**src/rtl/cache_fill_arbiter.sv**
```systemverilog
// cache_fill_arbiter: arbitrates I-miss, D-miss and D write-through stores onto one memory port and sequences 8-word block fills
module cache_fill_arbiter #(
  parameter int BLOCK_WORDS = 8,
  parameter int MEM_LAT     = 4
) (
  input  logic        clk,
  input  logic        rst,
  input  logic        i_miss,
  input  logic [15:0] i_miss_addr,
  input  logic        d_miss,
  input  logic [15:0] d_miss_addr,
  input  logic        d_wr_req,
  input  logic [15:0] d_wr_addr,
  input  logic [15:0] d_wr_data,
  output logic        d_wr_ack,
  output logic        mem_en,
  output logic        mem_wr,
  output logic [15:0] mem_addr,
  output logic [15:0] mem_wdata,
  input  logic        mem_data_valid,
  input  logic [15:0] mem_rdata,
  output logic [15:0] fill_data,
  output logic [15:0] fill_addr,
  output logic        i_write_data_array,
  output logic        i_write_tag_array,
  output logic        d_write_data_array,
  output logic        d_write_tag_array,
  output logic        busy
);
  // Word addressing assumes a 16-byte block (addr[3:1] = word) and a memory that answers at all
  if (BLOCK_WORDS != 8 || MEM_LAT < 1) begin : g_bad_cfg
    $error("cache_fill_arbiter supports BLOCK_WORDS=8 and MEM_LAT>=1 only");
  end

  typedef enum logic [1:0] {IDLE, I_FILL, D_FILL} state_t;

  state_t      r_state;
  logic        r_last_d;
  logic [3:0]  r_req_cnt;
  logic [3:0]  r_rcv_cnt;
  logic [15:0] r_base;

  logic w_idle, w_fill, w_store, w_issue, w_rcv, w_last, w_gnt_i, w_gnt_d, w_sel_i, w_sel_d;

  assign w_idle  = r_state == IDLE;
  assign w_fill  = !w_idle;
  assign w_sel_i = r_state == I_FILL;
  assign w_sel_d = r_state == D_FILL;
  assign w_store = w_idle && d_wr_req;
  assign w_gnt_i = w_idle && !d_wr_req && i_miss && (!d_miss || r_last_d);
  assign w_gnt_d = w_idle && !d_wr_req && d_miss && (!i_miss || !r_last_d);
  assign w_issue = w_fill && r_req_cnt < 4'(BLOCK_WORDS);
  assign w_rcv   = w_fill && mem_data_valid;
  assign w_last  = w_rcv && r_rcv_cnt == 4'(BLOCK_WORDS - 1);

  assign d_wr_ack           = w_store;
  assign mem_en             = w_store || w_issue;
  assign mem_wr             = w_store;
  assign mem_addr           = w_store ? d_wr_addr : w_issue ? r_base + {12'd0, r_req_cnt[2:0], 1'b0} : 16'd0;
  assign mem_wdata          = w_store ? d_wr_data : 16'd0;
  assign fill_data          = mem_rdata;
  assign fill_addr          = w_rcv ? r_base + {12'd0, r_rcv_cnt[2:0], 1'b0} : 16'd0;
  assign i_write_data_array = w_rcv && w_sel_i;
  assign i_write_tag_array  = w_last && w_sel_i;
  assign d_write_data_array = w_rcv && w_sel_d;
  assign d_write_tag_array  = w_last && w_sel_d;
  assign busy               = w_fill;

  // Grant a miss from IDLE, then count issued and received words until the last word lands
  always_ff @(posedge clk or negedge rst) begin
    if (!rst) begin
      r_state   <= IDLE;
      r_last_d  <= 1'b0;
      r_req_cnt <= 4'd0;
      r_rcv_cnt <= 4'd0;
      r_base    <= 16'd0;
    end else if (w_gnt_i || w_gnt_d) begin
      r_state   <= w_gnt_i ? I_FILL : D_FILL;
      r_last_d  <= w_gnt_d;
      r_base    <= (w_gnt_i ? i_miss_addr : d_miss_addr) & 16'hFFF0;
      r_req_cnt <= 4'd0;
      r_rcv_cnt <= 4'd0;
    end else begin
      if (w_issue) r_req_cnt <= r_req_cnt + 4'd1;
      if (w_rcv) r_rcv_cnt <= r_rcv_cnt + 4'd1;
      if (w_last) r_state <= IDLE;
    end
  end
endmodule

```
**config.mk**
```make
export PLATFORM = sky130hd
export DESIGN_NAME = cache_fill_arbiter
export DESIGN_NICKNAME = d
export VERILOG_FILES = /design/src/rtl/cache_fill_arbiter.sv
export SDC_FILE = /design/constraint.sdc
export NUM_CORES = 1
export LEC_CHECK = 0
export ABC_AREA = 0
export BUFFER_PORTS_ARGS = -buffer_cell sky130_fd_sc_hd__buf_2
export CORE_ASPECT_RATIO = 0.75
export CORE_UTILIZATION = 42
export CTS_BUF_LIST = sky130_fd_sc_hd__clkbuf_4
export CTS_CLUSTER_SIZE = 30
export DETAILED_ROUTE_END_ITERATION = 10
export HOLD_SLACK_MARGIN = 0.03
export PLACE_DENSITY = 0.85
export RECOVER_POWER = 50
export SYNTH_ARGS = -nofsm -noshare
export SYNTH_HDL_FRONTEND = slang
export SYNTH_SLANG_ARGS = --single-unit
```
**constraint.sdc**
```tcl
create_clock -name clk -period 3.16 [get_ports clk]
set_input_delay 0.158 -clock clk [delete_from_list [all_inputs] [get_ports clk]]
set_output_delay 0.158 -clock clk [all_outputs]
set_load 0.03 [all_outputs]
```
## Yosys cells after proc, flatten, opt, wreduce, memory -nomap -nowiden

Index checks and enable logic that the tools add are counted.

| word-level totals | value |
|---|---|
| ROM bits | 0 |
| memory bits (writable) | 0 |
| input bits | 86 |
| bits in latches | 0 |
| memories kept | 0 |
| logic and storage cells | 51 |
| flip-flop bits (word level) | 23 |

| operators by class | value |
|---|---|
| div/mod/pow operators | 0 |
| $add $sub $neg | 4 |
| $mul | 0 |
| $lt $le $gt $ge | 1 |
| reductions and logical operators | 26 |
| muxes and demuxes | 12 |
| equal/unequal tests | 3 |
| bitwise logic cells | 0 |
| shift-type cells | 0 |

Operators with widths:

| operator | count |
|---|---|
| 2-to-1 mux 16 bit | 5 |
| adder 16 x 4 -> 16 bit | 2 |
| 2-to-1 mux 4 bit | 4 |
| logical AND 1 bit | 13 |
| adder 4 x 1 -> 4 bit, second input constant | 2 |
| 2-to-1 mux 2 bit | 3 |
| nonzero test 2 bit | 3 |
| zero test 1 bit | 5 |
| == test 4 x 3 -> 1 bit, second input constant | 1 |
| logical OR 1 bit | 4 |
| less-than comparator 4 bit, second input constant | 1 |
| == test 2 x 1 -> 1 bit, second input constant | 1 |
| == test 2 bit, second input constant | 1 |
| zero test 2 bit | 1 |

## Depth between registers and ports, before layout

Gate-level depths: netlist (run 1).

| depth | value |
|---|---|
| depth in word-level cells | 6 |
| gate-level depth with buffers | 6 |
| mapped depth without buffers | 4 |

## Worst setup path after synthesis (run 1)

OpenSTA, ideal clock, no wires.

| timing | value |
|---|---|
| kind | register to output |
| start point | register r_state[1] |
| end point | output i_write_tag_array |
| buffers on the path | 1 |
| path slack | 1,328 ps |
| data arrival time | 1,674 ps |
| data required time | 3,002 ps |
| stages on the path, launching flop included | 5 |
| cells stage by stage | dfrtp_1 > buf_2 > o21a_2 > nand4_1 > nor3b_1 |

| on the way | value |
|---|---|
| cells in the longest elaborated chain, start to end | 5 |

Ends and longest elaborated chain:

| item | line | text |
|---|---|---|
| start: declaration | 37 | `state_t r_state;` |
| start signal: assignment | 78 | `r_state <= w_gnt_i ? I_FILL : D_FILL;` |
| zero test 2 bit | 45 | `assign w_idle = r_state == IDLE;` |
| zero test 1 bit | 46 | `assign w_fill = !w_idle;` |
| logical AND 1 bit | 53 | `assign w_rcv = w_fill && mem_data_valid;` |
| logical AND 1 bit | 54 | `assign w_last = w_rcv && r_rcv_cnt == 4'(BLOCK_WORDS - 1);` |
| logical AND 1 bit * | 64 | `assign i_write_tag_array = w_last && w_sel_i;` |
| end: declaration | 25 | `output logic i_write_tag_array,` |

Every way passes the cells marked *; elsewhere a longest branch is shown, timed or not.

## Worst setup path in the final report (run 1)

| timing | value |
|---|---|
| start point | register r_state[1] |
| end point | register r_base[11] |

| on the way | value |
|---|---|
| cells in the longest elaborated chain, start to end | 5 |

Ends and longest elaborated chain:

| item | line | text |
|---|---|---|
| zero test 2 bit * | 45 |  |
| logical AND 1 bit * | 50, 51 |  |
| logical AND 1 bit (on tied branches) (2 in series) | 50, 51 |  |
| 2-to-1 mux 16 bit or logical OR 1 bit (tied branches) | 80, 77 |  |
| end signal: assignment | 80 | `r_base <= (w_gnt_i ? i_miss_addr : d_miss_addr) & 16'hFFF0;` |
| end: declaration | 41 | `logic [15:0] r_base;` |

Marked as above.
A chain may end at the register's enable or synchronous reset.

==> results.cfg, run 1 <==
[floorplan]
start_util_pct = 44.0
core_mm2 = 0.00408
dieHeight_um = 58.6
num_rows = 20
ioPinCount = 158
dieArea_mm2 = 0.00454
die_width_um = 77.5

[final_layout]
drive_gt1_share_pct = 39.0
fillers = 406
nNetsFinal = 379
diodes = 0
design_area_mm2 = 0.00223
syn_to_final_growth_pct = 24.1

[worst_hold_path]
hp-class = in2reg

[power_and_ir_drop]
peakVddDrop_uv = 394
switching_share_pct = 55.3
p_leak_nw = 1.12
power_density_mw_per_mm2 = 998
internal-power_w = 0.000992
p_comb_share_pct = 66.2
total_power_w = 0.00222
p_seq_share_pct = 26.8
p_sw_w = 0.00123
clkPwrFrac_pct = 7.0

[cts]
insertion_delay_ns = 0.32
cts_buffers = 3
cts_root_buffer = clkbuf_4
ctsResizeCount = 0
clkTransAtPathRegs_ns = 0.14
cts.sink_count = 23
htreeDepth = 1
cts_tree = yes
clockBufferDepth = 2

[setup_path]
required_ns = 3.41
critPathMaxFanout = 18
path_buf_inv = 1
path_class = reg2reg
path_delay_family = simple AND/OR/NAND/NOR gates
critPathSlowestCell = nor3_1
crit_path_cell_trace = nor3_1 -> buf_4 -> nand4_1 -> a31oi_1
slowest_delay_ns = 1.12
worstPathArrival_ns = 2.69
endpoint_kind = flip-flop
cp-start-kind = flip-flop

[detailed_routing]
drc = 0
drt-wirelength-per-cell_um = 15.4
dr.first_iter.drc_count = 97
dr.pass1.iters = 4
topRoutingLayerUsed = met4
postRouteAntennaNets = 0
met2WireLength_um = 2380
routed_wl_um = 5320
dr_wl_met3_um = 369
met1_length_um = 2510
routed-via-count = 1897
viasPerCell = 5.50

[logic_synthesis]
synth_seq_area_share_pct = 32.1
synthTopCellsByCount = and2_1 (32), dfrtp_1 (23), buf_4 (20)
synth.most_common_cell = and2_1
synthTopCellsByArea = dfrtp_1 (32%), and2_1 (11%), buf_4 (8.4%)
synth_top_cell_area_share_pct = 32.1
synth-edff-count = 0
synthesis.nets = 293
synthArstFlopShare_pct = 100
mappedNetlistArea_mm2 = 0.00179
synthFlopType = dfrtp_1
yosysUniqueCellTypes = 40
synth_seq_cells = 23
synth.avg_cell_area_um2 = 8.75
yosysWarnings = 0
syn_inst = 205
synth_top_cell_by_area = dfrtp_1

[global_routing]
grt_max_degree = 35
grt_pass1_wl_um = 8290
grt_overflow = 0
grt_pass1_vias = 1673
grt_usage_pct = 23.2
antenna_found_initial = 0

[timing]
finalHoldViolations = 0
timing.setup.tns_ns = 0
setup_viol = 0
clock.fmax_mhz = 409
period_needed_ns = 2.44
maxSlewHeadroom_pct = 9.20
rsz0062_at_grt = no
worst-slew-pin-transition_ns = 1.35
skew_ns = 0.00235
period_share_pct = 77.3
slew_viol_final = 0

[placement]
place_area_mm2 = 0.00221
io_buffers = 116
gp_congestion = 0.714
dp_hpwl_um = 3860

[run_status]
outcome = finished clean

[flow_run]
maxCapViolations = 0
==> metrics by stage <==
| step | setup slack [ns] | hold WS [ns] | std cells | utilization (%) |
|---|---|---|---|---|
| floorplan | 1.33 | -0.138 | 205 | - |
| global placement | 1.25 | 0.162 | 340 | 54.2 |
| detailed placement | 1.25 | 0.172 | 340 | 54.2 |
| CTS | 0.966 | 0.0810 | 345 | 55.2 |
| global route | 0.531 | 0.0877 | 345 | 54.6 |
| finish | 0.717 | 0.0832 | 345 | 54.6 |
==> worst paths after layout <==
check	startpoint	to	slack (ns)	cells after the start
worst min-delay path	d_miss_addr[9]	r_base[9]	0.08	3
worst max register to register	r_state[1]	r_base[11]	0.72	4
worst max-delay path	r_state[1]	r_base[11]	0.72	4
worst min register to register	r_last_d	r_last_d	0.54	1
max in group asynchronous	rst	r_base[8]	1.75	2
min in group asynchronous	rst	r_req_cnt[1]	0.65	2
==> placed cells by master, fill, tap and decap left out, types with 2 or more instances in the layout <==
master	n
nand2_1	3
buf_4	2
nor3b_1	2
and3b_1	2
buf_2	101
xnor2_1	2
dfrtp_1	23
a32o_1	2
inv_1	4
clkbuf_1	15
nand4_1	13
nor2_1	5
o31ai_1	12
and2_1	31
a22o_1	15
clkbuf_4	4
ha_1	2
a21oi_1	15
o21ai_0	2
a31oi_1	13
==> flip-flops by register name, indices dropped and copies added, names as in the netlist <==
name / cells
r_req_cnt: 4
r_state: 2
r_base: 12
r_rcv_cnt: 4
r_last_d: 1
==> metal layers <==
layer	up-vias	track usage [%]
met5	-	0
li1	905	-
met2	70	37.8
met1	916	31.6
met4	0	4.85
met3	6	5.74
==> worst reg2reg max path, delay by kind of cell, from the launching register on <==
kind / cells / cell delay, ns
buf+inv: 1 / 0.39
compound gates: 1 / 0.20
simple gates: 2 / 1.25
flops: 1 / 0.54
==> power by group through the flow <==
stage | Clock, W | Combinational [W] | Sequential, W
2_1_floorplan | 0 | 0.00123 | 0.000530
5_1_grt | 0.000169 | 0.00158 | 0.000620
3_3_place_gp | 0 | 0.00146 | 0.000594
6_report | 0.000154 | 0.00147 | 0.000596
3_5_place_dp | 0 | 0.00148 | 0.000600
4_1_cts | 0.000155 | 0.00149 | 0.000594
==> cell type report <==
class | count | area [µm²] | area share, %
Timing Repair Buffer | 119 | 587 | 26.3
Inverter | 4 | 15.0 | 0.674
Sequential cell | 23 | 576 | 25.8
Clock buffer | 4 | 30.0 | 1.35
Tap cell | 55 | 68.8 | 3.09
Multi-Input combinational cell | 140 | 951 | 42.7
==> logic make-up after synthesis <==
| kind of cell | after synthesis | share of synthesized area [%] |
|---|---|---|
| AO/OA/AOI/OAI | 67 | 26.6 |
| AND/OR/NAND/NOR | 66 | 22.8 |
| buffers and inverters | 42 | 14.9 |
| flip-flops | 23 | 32.1 |
| XOR/XNOR | 3 | 1.46 |
| adder cells (fa/ha/maj) | 2 | 1.39 |
| other | 1 | 0.209 |
| multiplexers | 1 | 0.558 |
==> repair_timing <==
item                      in CTS  in global routing
hold buffers                   1                  0
hold endpoints to repair      23                  0
setup buffers                  0                  0
(Power assumes the default switching activity.)
==> run 2: changes to the inputs <==
--- a/config.mk
+++ b/config.mk
@@ -5,15 +5,15 @@
 export SDC_FILE = /design/constraint.sdc
 export NUM_CORES = 1
 export LEC_CHECK = 0
-export ABC_AREA = 0
+export ABC_AREA = 1
 export BUFFER_PORTS_ARGS = -buffer_cell sky130_fd_sc_hd__buf_2
 export CORE_ASPECT_RATIO = 0.75
-export CORE_UTILIZATION = 42
+export CORE_UTILIZATION = 36
 export CTS_BUF_LIST = sky130_fd_sc_hd__clkbuf_4
 export CTS_CLUSTER_SIZE = 30
 export DETAILED_ROUTE_END_ITERATION = 10
 export HOLD_SLACK_MARGIN = 0.03
-export PLACE_DENSITY = 0.85
+export PLACE_DENSITY = 0.76
 export RECOVER_POWER = 50
 export SYNTH_ARGS = -nofsm -noshare
 export SYNTH_HDL_FRONTEND = slang
==> constraint.sdc (replaced) <==
create_clock -name clk -period 2.15 [get_ports clk]
set_input_delay 0.1075 -clock clk [delete_from_list [all_inputs] [get_ports clk]]
set_output_delay 0.1075 -clock clk [all_outputs]
set_load 0.03 [all_outputs]
==> run 2 against run 1 <==
Against the previous run: flip-flop and latch count stayed put; wire length is 13% lower; die area is 20% higher; the flow now finishes with violations (DRC).
==> results.cfg, run 2 <==
[run_status]
outcome = complete, but fails checks
violations = DRC

[global_routing]
grt_pass1_wl_um = 7580
grt_pass1_vias = 1703
grt_usage_pct = 17.4
grt_max_degree = 24
antenna_found_initial = 0
grt_overflow = 0

[timing]
period_needed_ns = 1.94
maxSlewHeadroom_pct = 17.0
slew_viol_final = 0
finalHoldViolations = 0
worst-slew-pin-transition_ns = 1.24
fin_worst_hold_slack_ns = 0.0955
skew_ns = 0.00993
clock.fmax_mhz = 516
timing.setup.tns_ns = 0
setup_viol = 0
period_share_pct = 90.1
rsz0062_at_grt = no

[setup_path]
path_class = reg2out
worst-r2r-setup-slack_ns = 0.26
crit_path_cell_trace = inv_1 -> nand2_1 -> nand2_1 -> nor2_1 -> buf_2
r2r_start = r_state[1]
endpoint_kind = primary output
reg2reg_depth = 6
cp-start-kind = flip-flop
required_ns = 2.04
worstPathArrival_ns = 1.83
r2r-end = r_state[0]
critical_path.most_common_cell = nand2_1
critPathSlowestCell = dfrtp_1
critPathMaxFanout = 16
slowest_delay_ns = 0.46

[logic_synthesis]
synth_mux_area_share_pct = 0
yosys.area_share.xor_xnor_pct = 0
syn_inst = 301
synth-simple-area-share_pct = 36.0
synthTopCellsByArea = dfrtp_1 (31%), nand2_1 (17%), inv_1 (14%)
mappedNetlistArea_mm2 = 0.00186
synth_top_cell_area_share_pct = 31.0
synth_fa_ha_area_share_pct = 1.35
synth_top_family_by_area = simple AND/OR/NAND/NOR gates
synthArstFlopShare_pct = 100
synthTopCellsByCount = nand2_1 (85), inv_1 (70), nor2_1 (42)
synth-edff-count = 0
synthesis.nets = 389
synth_compound_area_share_pct = 6.20
synth.most_common_cell = nand2_1
synth_seq_area_share_pct = 31.0
synth_seq_cells = 23
synth.avg_cell_area_um2 = 6.17
synth_top_cell_by_area = dfrtp_1
yosysUniqueCellTypes = 23
synthFlopType = dfrtp_1
yosysWarnings = 0

[power_and_ir_drop]
peakVddDrop_uv = 545
p_seq_share_pct = 25.2
p_comb_share_pct = 67.9
internal-power_w = 0.00128
p_leak_nw = 1.58
switching_share_pct = 58.1
clkPwrFrac_pct = 7.0
power_density_mw_per_mm2 = 1310
p_sw_w = 0.00178

[final_layout]
regMostFlops = r_base
drive_gt1_share_pct = 32.0
final_cell_mix = buf_2 (113), nand2_1 (86), inv_1 (70)
syn_to_final_growth_pct = 25.7
reg_top3 = r_base (12), r_rcv_cnt (4), r_req_cnt (4)
diodes = 0
largest_reg_flops = 12
nNetsFinal = 486
layout_commonest_cell = buf_2

[floorplan]
ioPinCount = 158
core_mm2 = 0.00493
die_width_um = 85.0
dieArea_mm2 = 0.00546
dieHeight_um = 64.2
start_util_pct = 37.7
num_rows = 22

[detailed_routing]
drc = 10
drt-wirelength-per-cell_um = 10.2
routed_wl_um = 4650
viasPerCell = 4.37
postRouteAntennaNets = 0
routed-via-count = 1998
dr.pass1.iters = 9
dr.first_iter.drc_count = 109

[cts]
clockBufferDepth = 2
insertion_delay_ns = 0.31
cts_root_buffer = clkbuf_4
cts_buffers = 3
cts_tree = yes
clkTransAtPathRegs_ns = 0.13
cts.sink_count = 23
htreeDepth = 1

[placement]
dp_hpwl_um = 3620
gp_congestion = 0.727
io_buffers = 116

[worst_hold_path]
hp-class = in2reg
whs_endpoint = r_base[11]
hp-start = d_miss_addr[11]
hold_path_depth = 5

[flow_run]
maxCapViolations = 0
## run 2: changes by cell type in the layout (fill, tap and decap cells not counted), sizes merged, moves of 12 or more
cell / before / now
a31oi: 13 / 0
o31ai: 12 / 0
o21ai: 2 / 15
nand3: 0 / 15
clkbuf: 19 / 7
a22o: 15 / 1
and2: 33 / 0
nor2: 6 / 47
nand2: 3 / 88
inv: 4 / 71
## run 2: timing repair
action                                  in CTS  in global routing
gates resized for setup                      0                  0
endpoints found under the setup margin       0                  0
hold buffers                                 1                  0
endpoints found under the hold margin       23                  0
setup buffers                                0                  0
## run 2: kinds of logic after synthesis
group / count (synthesis)
simple gates: 158
buf+inv: 97
flops: 23
compound gates: 20
fa+ha+maj: 2
other cells: 1
## run 2: worst max path at each step
stage	startpoint	end	slack [ns]
finish	r_state[0]	fill_addr[3]	0.21
global route	r_state[0]	fill_addr[3]	0.009
CTS	r_state[0]	fill_addr[1]	0.19
detailed placement	r_state[0]	fill_addr[1]	0.57
global placement	r_state[0]	fill_addr[3]	0.55
floorplan	r_state[0]	r_rcv_cnt[3]	0.45
## run 2: power groups by stage
stage / Combinational [W] / Sequential, W / Clock (W)
6_report: 0.00208 / 0.000770 / 0.000213
2_1_floorplan: 0.00166 / 0.000746 / 0
3_5_place_dp: 0.00212 / 0.000777 / 0
3_3_place_gp: 0.00208 / 0.000772 / 0
4_1_cts: 0.00212 / 0.000770 / 0.000225
5_1_grt: 0.00231 / 0.000801 / 0.000237
## run 2: routing by layer
layer / up-vias / GRT usage [%] / wire [µm]
met5: - / 0 / 0
met1: 873 / 21.4 / 2140
met3: 2 / 3.36 / 318
li1: 1051 / - / -
met2: 72 / 32.2 / 2160
met4: 0 / 2.75 / 27
## run 2: stage by stage
step	cell area [µm²]	setup WS, ns	power, W	std cells	util, %
after global routing	2330	0.00861	0.00334	457	47.4
after detailed placement	2320	0.568	0.00290	452	47.1
after floorplan	1860	0.455	0.00241	301	-
after CTS	2360	0.192	0.00312	457	47.9
after global placement	2320	0.552	0.00285	452	47.1
final	2330	0.213	0.00306	457	47.4
## run 2: layout make-up
| type | instances | area [µm²] |
|---|---|---|
| well taps | 60 | 75.1 |
| repair buffers | 118 | 594 |
| flip-flops and latches | 23 | 576 |
| fillers | 569 | 2590 |
| inverters | 71 | 267 |
| multi-input cells | 181 | 793 |
| clock buffers | 4 | 30.0 |
## run 2: critical path: cells and delay by family (launching register included)
kind | cells | cell delay (ns)
simple gates | 3 | 0.71
buf+inv | 2 | 0.33
flops | 1 | 0.46
